### src/rtl/vram1_access_pkg.sv
// -----------------------------------------------------------------------------
// vram1_access_pkg
//   Shared constants and the controller state encoding for the VRAM1 access
//   controller (4096 x 16 tilemap RAM built from two byte-wide SRAMs).
// -----------------------------------------------------------------------------
package vram1_access_pkg;

  localparam int unsigned VRAM1_ADDR_W = 12;
  localparam int unsigned DATA_W       = 16;
  localparam int unsigned BYTE_W       = 8;

  typedef enum logic [2:0] {
    ST_IDLE    = 3'd0,
    ST_VID_RD  = 3'd1,
    ST_VID_CAP = 3'd2,
    ST_CPU_WR  = 3'd3,
    ST_CPU_RD  = 3'd4,
    ST_CPU_CAP = 3'd5,
    ST_CPU_ACK = 3'd6
  } state_e;

endpackage

### src/rtl/vram1_access_ctrl.sv
// -----------------------------------------------------------------------------
// vram1_access_ctrl
//   Arbitrates the CPU bus and the video tilemap fetcher onto the VRAM1 SRAM
//   pair. Video fetches win over new CPU cycles; a video request that arrives
//   while the RAM is busy is parked in a one-deep pending slot.
//
// Ports
//   i_MCLK, i_RST_n            clock, synchronous active-low reset
//   i_CPU_CS_n/RW/UDS_n/LDS_n  CPU bus cycle control (CS held for whole cycle)
//   i_CPU_ADDR, i_CPU_DIN      CPU word address and write data
//   o_CPU_DOUT, o_CPU_DTACK_n  CPU read data and acknowledge
//   i_VID_REQ, i_VID_ADDR      one-cycle tilemap fetch request
//   o_VID_DATA, o_VID_VALID    fetched word with one-cycle qualifier
//   o_VID_OVF                  sticky flag: a pending request was overwritten
//   o_RAM_*                    shared address/data/read strobe, per-byte writes
//   i_RAM_LO/HI_DOUT           SRAM registered read data (one-cycle latency)
// -----------------------------------------------------------------------------
module vram1_access_ctrl
  import vram1_access_pkg::*;
#(
  parameter int unsigned ADDR_W = VRAM1_ADDR_W
) (
  input  logic              i_MCLK,
  input  logic              i_RST_n,
  input  logic              i_CPU_CS_n,
  input  logic              i_CPU_RW,
  input  logic              i_CPU_UDS_n,
  input  logic              i_CPU_LDS_n,
  input  logic [ADDR_W-1:0] i_CPU_ADDR,
  input  logic [DATA_W-1:0] i_CPU_DIN,
  output logic [DATA_W-1:0] o_CPU_DOUT,
  output logic              o_CPU_DTACK_n,
  input  logic              i_VID_REQ,
  input  logic [ADDR_W-1:0] i_VID_ADDR,
  output logic [DATA_W-1:0] o_VID_DATA,
  output logic              o_VID_VALID,
  output logic              o_VID_OVF,
  output logic [ADDR_W-1:0] o_RAM_ADDR,
  output logic [DATA_W-1:0] o_RAM_DIN,
  output logic              o_RAM_RD_n,
  output logic              o_RAM_LO_WR_n,
  output logic              o_RAM_HI_WR_n,
  input  logic [BYTE_W-1:0] i_RAM_LO_DOUT,
  input  logic [BYTE_W-1:0] i_RAM_HI_DOUT
);

  state_e              state_q, state_d;
  logic                pend_q, pend_d;
  logic [ADDR_W-1:0]   pend_addr_q, pend_addr_d;
  logic                ovf_q, ovf_d;
  logic                done_q, done_d;
  logic [ADDR_W-1:0]   ram_addr_q, ram_addr_d;
  logic [DATA_W-1:0]   ram_din_q, ram_din_d;
  logic                rd_n_q, rd_n_d;
  logic                lo_wr_n_q, lo_wr_n_d;
  logic                hi_wr_n_q, hi_wr_n_d;
  logic                dtack_n_q, dtack_n_d;
  logic [DATA_W-1:0]   cpu_dout_q, cpu_dout_d;
  logic [DATA_W-1:0]   vid_data_q, vid_data_d;
  logic                vid_valid_q, vid_valid_d;
  logic                cpu_new;

  // done stops a CPU cycle that is still selected after its acknowledge from
  // being serviced twice; it only clears once the CPU drops CS.
  assign cpu_new = ~i_CPU_CS_n & ~done_q;

  always_comb begin
    state_d     = state_q;
    pend_d      = pend_q;
    pend_addr_d = pend_addr_q;
    ovf_d       = ovf_q;
    done_d      = done_q;
    ram_addr_d  = ram_addr_q;
    ram_din_d   = ram_din_q;
    rd_n_d      = 1'b1;
    lo_wr_n_d   = 1'b1;
    hi_wr_n_d   = 1'b1;
    dtack_n_d   = dtack_n_q;
    cpu_dout_d  = cpu_dout_q;
    vid_data_d  = vid_data_q;
    vid_valid_d = 1'b0;

    if (i_CPU_CS_n) begin
      done_d = 1'b0;
    end

    if (i_VID_REQ && (state_q != ST_IDLE)) begin
      if (pend_q) begin
        ovf_d = 1'b1;
      end
      pend_d      = 1'b1;
      pend_addr_d = i_VID_ADDR;
    end

    unique case (state_q)
      ST_IDLE: begin
        if (pend_q) begin
          // Serve the parked request; a fresh request in the same cycle takes
          // over the slot being vacated, so it is not counted as an overflow.
          ram_addr_d = pend_addr_q;
          rd_n_d     = 1'b0;
          state_d    = ST_VID_RD;
          if (i_VID_REQ) begin
            pend_d      = 1'b1;
            pend_addr_d = i_VID_ADDR;
          end else begin
            pend_d = 1'b0;
          end
        end else if (i_VID_REQ) begin
          ram_addr_d = i_VID_ADDR;
          rd_n_d     = 1'b0;
          state_d    = ST_VID_RD;
        end else if (cpu_new) begin
          ram_addr_d = i_CPU_ADDR;
          if (i_CPU_RW) begin
            rd_n_d  = 1'b0;
            state_d = ST_CPU_RD;
          end else begin
            ram_din_d = i_CPU_DIN;
            lo_wr_n_d = i_CPU_LDS_n;
            hi_wr_n_d = i_CPU_UDS_n;
            state_d   = ST_CPU_WR;
          end
        end
      end

      ST_VID_RD: begin
        state_d = ST_VID_CAP;
      end

      ST_VID_CAP: begin
        vid_data_d  = {i_RAM_HI_DOUT, i_RAM_LO_DOUT};
        vid_valid_d = 1'b1;
        state_d     = ST_IDLE;
      end

      ST_CPU_WR: begin
        dtack_n_d = 1'b0;
        done_d    = 1'b1;
        state_d   = ST_CPU_ACK;
      end

      ST_CPU_RD: begin
        state_d = ST_CPU_CAP;
      end

      ST_CPU_CAP: begin
        cpu_dout_d = {i_RAM_HI_DOUT, i_RAM_LO_DOUT};
        dtack_n_d  = 1'b0;
        done_d     = 1'b1;
        state_d    = ST_CPU_ACK;
      end

      ST_CPU_ACK: begin
        if (i_CPU_CS_n) begin
          dtack_n_d = 1'b1;
          state_d   = ST_IDLE;
        end
      end

      default: begin
        state_d = ST_IDLE;
      end
    endcase
  end

  always_ff @(posedge i_MCLK) begin
    if (!i_RST_n) begin
      state_q     <= ST_IDLE;
      pend_q      <= 1'b0;
      pend_addr_q <= '0;
      ovf_q       <= 1'b0;
      done_q      <= 1'b0;
      ram_addr_q  <= '0;
      ram_din_q   <= '0;
      rd_n_q      <= 1'b1;
      lo_wr_n_q   <= 1'b1;
      hi_wr_n_q   <= 1'b1;
      dtack_n_q   <= 1'b1;
      cpu_dout_q  <= '0;
      vid_data_q  <= '0;
      vid_valid_q <= 1'b0;
    end else begin
      state_q     <= state_d;
      pend_q      <= pend_d;
      pend_addr_q <= pend_addr_d;
      ovf_q       <= ovf_d;
      done_q      <= done_d;
      ram_addr_q  <= ram_addr_d;
      ram_din_q   <= ram_din_d;
      rd_n_q      <= rd_n_d;
      lo_wr_n_q   <= lo_wr_n_d;
      hi_wr_n_q   <= hi_wr_n_d;
      dtack_n_q   <= dtack_n_d;
      cpu_dout_q  <= cpu_dout_d;
      vid_data_q  <= vid_data_d;
      vid_valid_q <= vid_valid_d;
    end
  end

  assign o_CPU_DOUT    = cpu_dout_q;
  assign o_CPU_DTACK_n = dtack_n_q;
  assign o_VID_DATA    = vid_data_q;
  assign o_VID_VALID   = vid_valid_q;
  assign o_VID_OVF     = ovf_q;
  assign o_RAM_ADDR    = ram_addr_q;
  assign o_RAM_DIN     = ram_din_q;
  assign o_RAM_RD_n    = rd_n_q;
  assign o_RAM_LO_WR_n = lo_wr_n_q;
  assign o_RAM_HI_WR_n = hi_wr_n_q;

endmodule

### config.mk
export PLATFORM = sky130hd
export DESIGN_NAME = vram1_access_ctrl
export DESIGN_NICKNAME = d
export VERILOG_FILES = /design/src/rtl/vram1_access_pkg.sv /design/src/rtl/vram1_access_ctrl.sv
export SDC_FILE = /design/constraint.sdc
export NUM_CORES = 1
export LEC_CHECK = 0
export ABC_AREA = 1
export BUFFER_PORTS_ARGS = -buffer_cell sky130_fd_sc_hd__buf_2
export CAP_MARGIN = 20
export CORE_ASPECT_RATIO = 0.9
export CORE_MARGIN = 5
export CORE_UTILIZATION = 26
export DETAILED_ROUTE_END_ITERATION = 7
export SLEW_MARGIN = 20
export SYNTH_ARGS = -nofsm -noshare
export SYNTH_HDL_FRONTEND = slang
export SYNTH_SLANG_ARGS = --single-unit
### constraint.sdc
create_clock -name i_MCLK -period 1.16 [get_ports i_MCLK]
set_input_delay 0.058 -clock i_MCLK [delete_from_list [all_inputs] [get_ports i_MCLK]]
set_output_delay 0.058 -clock i_MCLK [all_outputs]
set_load 0.03 [all_outputs]
==> metrics.yaml <==
timing:
  final_max_slew_viol_count: 0
  relSlewSlack: 0.7825
  finalSetupViolCount: 17
  clock_skew_ns: 0.005459
  rsz0062_at_grt: "true"
  max_clock_freq_ghz: 0.8206
  finalCritPeriodShare: 1.051
  timing.final.ws_setup_ns: -0.05861
  worst_slew_pin_slew_ns: 0.3263
  holdWs_ns: -0.004153
  final_hold_viol_count: 5
  period_minus_slack_ns: 1.219
worst_setup_path:
  r2r_cells: 8
  ff2ff_setup_slack_ns: -0.06
  cp.required_ns: 1.40
  r2r-end: "o_RAM_DIN[0]$_SDFFE_PN0P_"
  cp-start-kind: "flop"
  crit_arrival_ns: 1.46
  worst-path-max-fanout: 8
  reg2reg_from: "state_q[1]$_SDFFE_PN0P_"
  end_kind: "flop"
  crit_type: "flop to flop"
worst_hold_path:
  min_path_type: "primary input to flop"
  worstHoldPathCells: 3
  holdPathEnd: "o_CPU_DOUT[5]$_SDFFE_PN0N_"
  hp-start: "i_RAM_LO_DOUT[5]"
pwr:
  power_density_nw_per_um2: 2607
  power_frac_seq: 0.300
  p_leak_nw: 2.678
  p_int_mw: 8.522
  power_mw: 13.95
  power_frac_comb: 0.448
  sw_frac_of_total: 0.3892
  switching_power_mw: 5.430
  irDropWorstVdd_uv: 874.3
  p_clk_frac: 0.252
yosys:
  syn-cell-area_sq_um: 3527
  ys_ff_latch: 83
  syn_inst: 512
  yosysSeqAreaShare: 0.4711
  yosys_warnings: 0
  ys_types: 25
  synth_fp_nets: 575
  syn_area_per_cell_sq_um: 6.889
final_layout:
  nets: 742
  final_cells: 851
  antenna_cells: 0
  drive_gt1_frac: 0.3016
  area_delta_synth_final_pct: 51.72
  fill_cells: 1363
placement:
  gp_congestion: 0.7407
  place_hpwl_mm: 6.840
  port_buffers: 128
  dp.cells: 809
drt:
  wl_per_cell_um: 12.39
  drc: 0
  post_drt_via_cell_ratio: 4.072
  ant_nets: 0
  totalWireLength_mm: 10.54
  drt_iter0_markers: 140
  dr.pass1.iters: 4
  via_count: 3465
die:
  die_y_um: 120.5
  fp-row-count: 40
  io-pin-count: 129
  initial_utilization: 0.2649
  dieArea_sq_um: 16000
  core_area_sq_um: 13310
  dieWidth_um: 132.8
clock_tree:
  cts_max_level: 3
  cts.sinks: 83
  path_clk_slew_ns: 0.06
  clock-root-buffer: "clkbuf_16"
  clock_latency_ns: 0.34
  cts_buffer_depth: 2
  cts_tree: "yes"
  numCtsBuffers: 9
status:
  status: "finished, violations left"
  violations: "negative hold slack, negative setup slack"
global_routing:
  first_global_vias: 3135
  grt_usage: 0.1232
  overflow: 0
  antenna_found_initial: 1
  grt_first_pass_wirelength_mm: 15.61
  grt_max_degree: 35
job:
  maxCapViolCount: 0
-- area by class of cell --
cell class,instances,area [sq um],share of cell area
Clock buffer,10,239.0,0.04466
Timing Repair Buffer,181,1326,0.2478
Clock inverter,5,125.1,0.02338
Tap cell,168,210.2,0.03928
Inverter,82,307.8,0.05752
Sequential cell,83,1668,0.3117
Multi-Input combinational cell,322,1475,0.2757
-- cell families (layout without fill, tap and decap cells) --
family                 count (synthesis)  after routing  share of synthesized area
AO/OA/AOI/OAI                         77             77                     0.1124
buffers and inverters                107            278                     0.1270
AND/OR/NAND/NOR                      245            245                     0.2895
flip-flops                            83             83                     0.4711
-- synthesized netlist by cell type --
cell type  instances  area, sq um
nand2_1          128        480.5
nor2_1            87        326.6
dfxtp_1           83         1662
inv_1             80        300.3
a21oi_1           37        185.2
o21ai_0           34        170.2
nand3_1           17        85.08
buf_4              8        60.06
clkbuf_1           8        30.03
buf_2              7        35.03
nand3_2            3        30.03
inv_2              2        7.510
nand2_4            2        22.52
nand3b_1           2        15.01
nor2_4             2        22.52
o211ai_1           2        15.01
o21bai_1           2        15.01
a31oi_1            1        6.260
buf_1              1        3.750
buf_6              1        11.26
nand2_2            1        6.260
nand4_1            1        6.260
nor2_2             1        6.260
nor2_8             1        20.02
o21ai_1            1        5.000
-- power by group through the flow --
stage	Combinational [mW]	Clock, mW	Sequential (mW)
after global placement	5.49	0	4.21
after global routing	6.90	3.77	4.31
after detailed placement	5.51	0	4.23
after CTS	5.57	3.63	4.18
final	6.25	3.52	4.19
after floorplan	2.51	0	5.46
-- worst max-delay path, stage by stage (launching register included) --
cell	delay [ns]
dfxtp_2	0.34
nor2_4	0.13
nand2_4	0.09
nor2_4	0.13
buf_12	0.14
clkbuf_16	0.15
nand2_1	0.05
nand2_1	0.05
nor2_1	0.04
-- metrics by stage --
step	area, sq um	util	hold slack, ns	setup TNS, ns	setup slack (ns)
final	5351	0.4020	-0.004153	-0.5879	-0.05861
after global routing	5351	0.4020	0.005011	-3.081	-0.1268
after CTS	5049	0.3792	0.001305	-0.05793	-0.01682
after detailed placement	4521	0.3396	0.2588	-1.230	-0.06211
after global placement	4521	0.3396	0.2442	-0.8961	-0.04198
after floorplan	3527	-	0.1639	0	0.002881
-- metal layers --
metal | global-route usage | share of wire | vias up
li1 | - | - | 1891
met3 | 0.04700 | 0.051 | 11
met4 | 0.04805 | 0.015 | 2
met5 | 0 | 0.0012 | -
met1 | 0.1585 | 0.48 | 1495
met2 | 0.1865 | 0.45 | 66
-- worst max-delay path by stage --
stage,start,endpoint,slack [ns],cells past startpoint
floorplan,pend_q$_SDFF_PN0_,flop,0.003,7
global placement,pend_q$_SDFF_PN0_,o_RAM_DIN[0]$_SDFFE_PN0P_,-0.04,7
detailed placement,pend_q$_SDFF_PN0_,flop,-0.06,7
CTS,pend_q$_SDFF_PN0_,o_RAM_DIN[7]$_SDFFE_PN0P_,-0.02,7
global route,state_q[1]$_SDFFE_PN0P_,o_RAM_DIN[12]$_SDFFE_PN0P_,-0.13,8
finish,state_q[1]$_SDFFE_PN0P_,o_RAM_DIN[0]$_SDFFE_PN0P_,-0.06,8
-- cells in the final DEF (no fill, tap or decap), types with 2 or more instances in the layout --
| master | Yosys | final |
|---|---|---|
| a21oi_1 | 37 | 37 |
| buf_12 | 0 | 8 |
| buf_2 | 7 | 128 |
| buf_4 | 8 | 19 |
| buf_6 | 1 | 2 |
| bufinv_16 | 0 | 4 |
| clkbuf_16 | 0 | 17 |
| dfxtp_1 | 83 | 80 |
| dfxtp_2 | 0 | 2 |
| dlygate4sd3_1 | 0 | 16 |
| inv_1 | 80 | 78 |
| inv_2 | 2 | 4 |
| nand2_1 | 128 | 127 |
| nand2_4 | 2 | 2 |
| nand3_1 | 17 | 17 |
| nand3_4 | 0 | 2 |
| nand3b_1 | 2 | 2 |
| nor2_1 | 87 | 84 |
| nor2_2 | 1 | 4 |
| nor2_4 | 2 | 2 |
| o211ai_1 | 2 | 2 |
| o21ai_0 | 34 | 9 |
| o21ai_1 | 1 | 21 |
| o21ai_2 | 0 | 5 |
| o21bai_1 | 2 | 2 |
-- timing repair --
action | CTS | global route
gates cloned | 0 | 9
gates resized for setup | 4 | 41
setup buffers | 0 | 2
pin swaps | 0 | 4
endpoints found under the hold margin | 16 | 0
hold buffers | 16 | 0
setup endpoints to repair | 38 | 67
No activity file was read; power rests on OpenSTA's default activity.
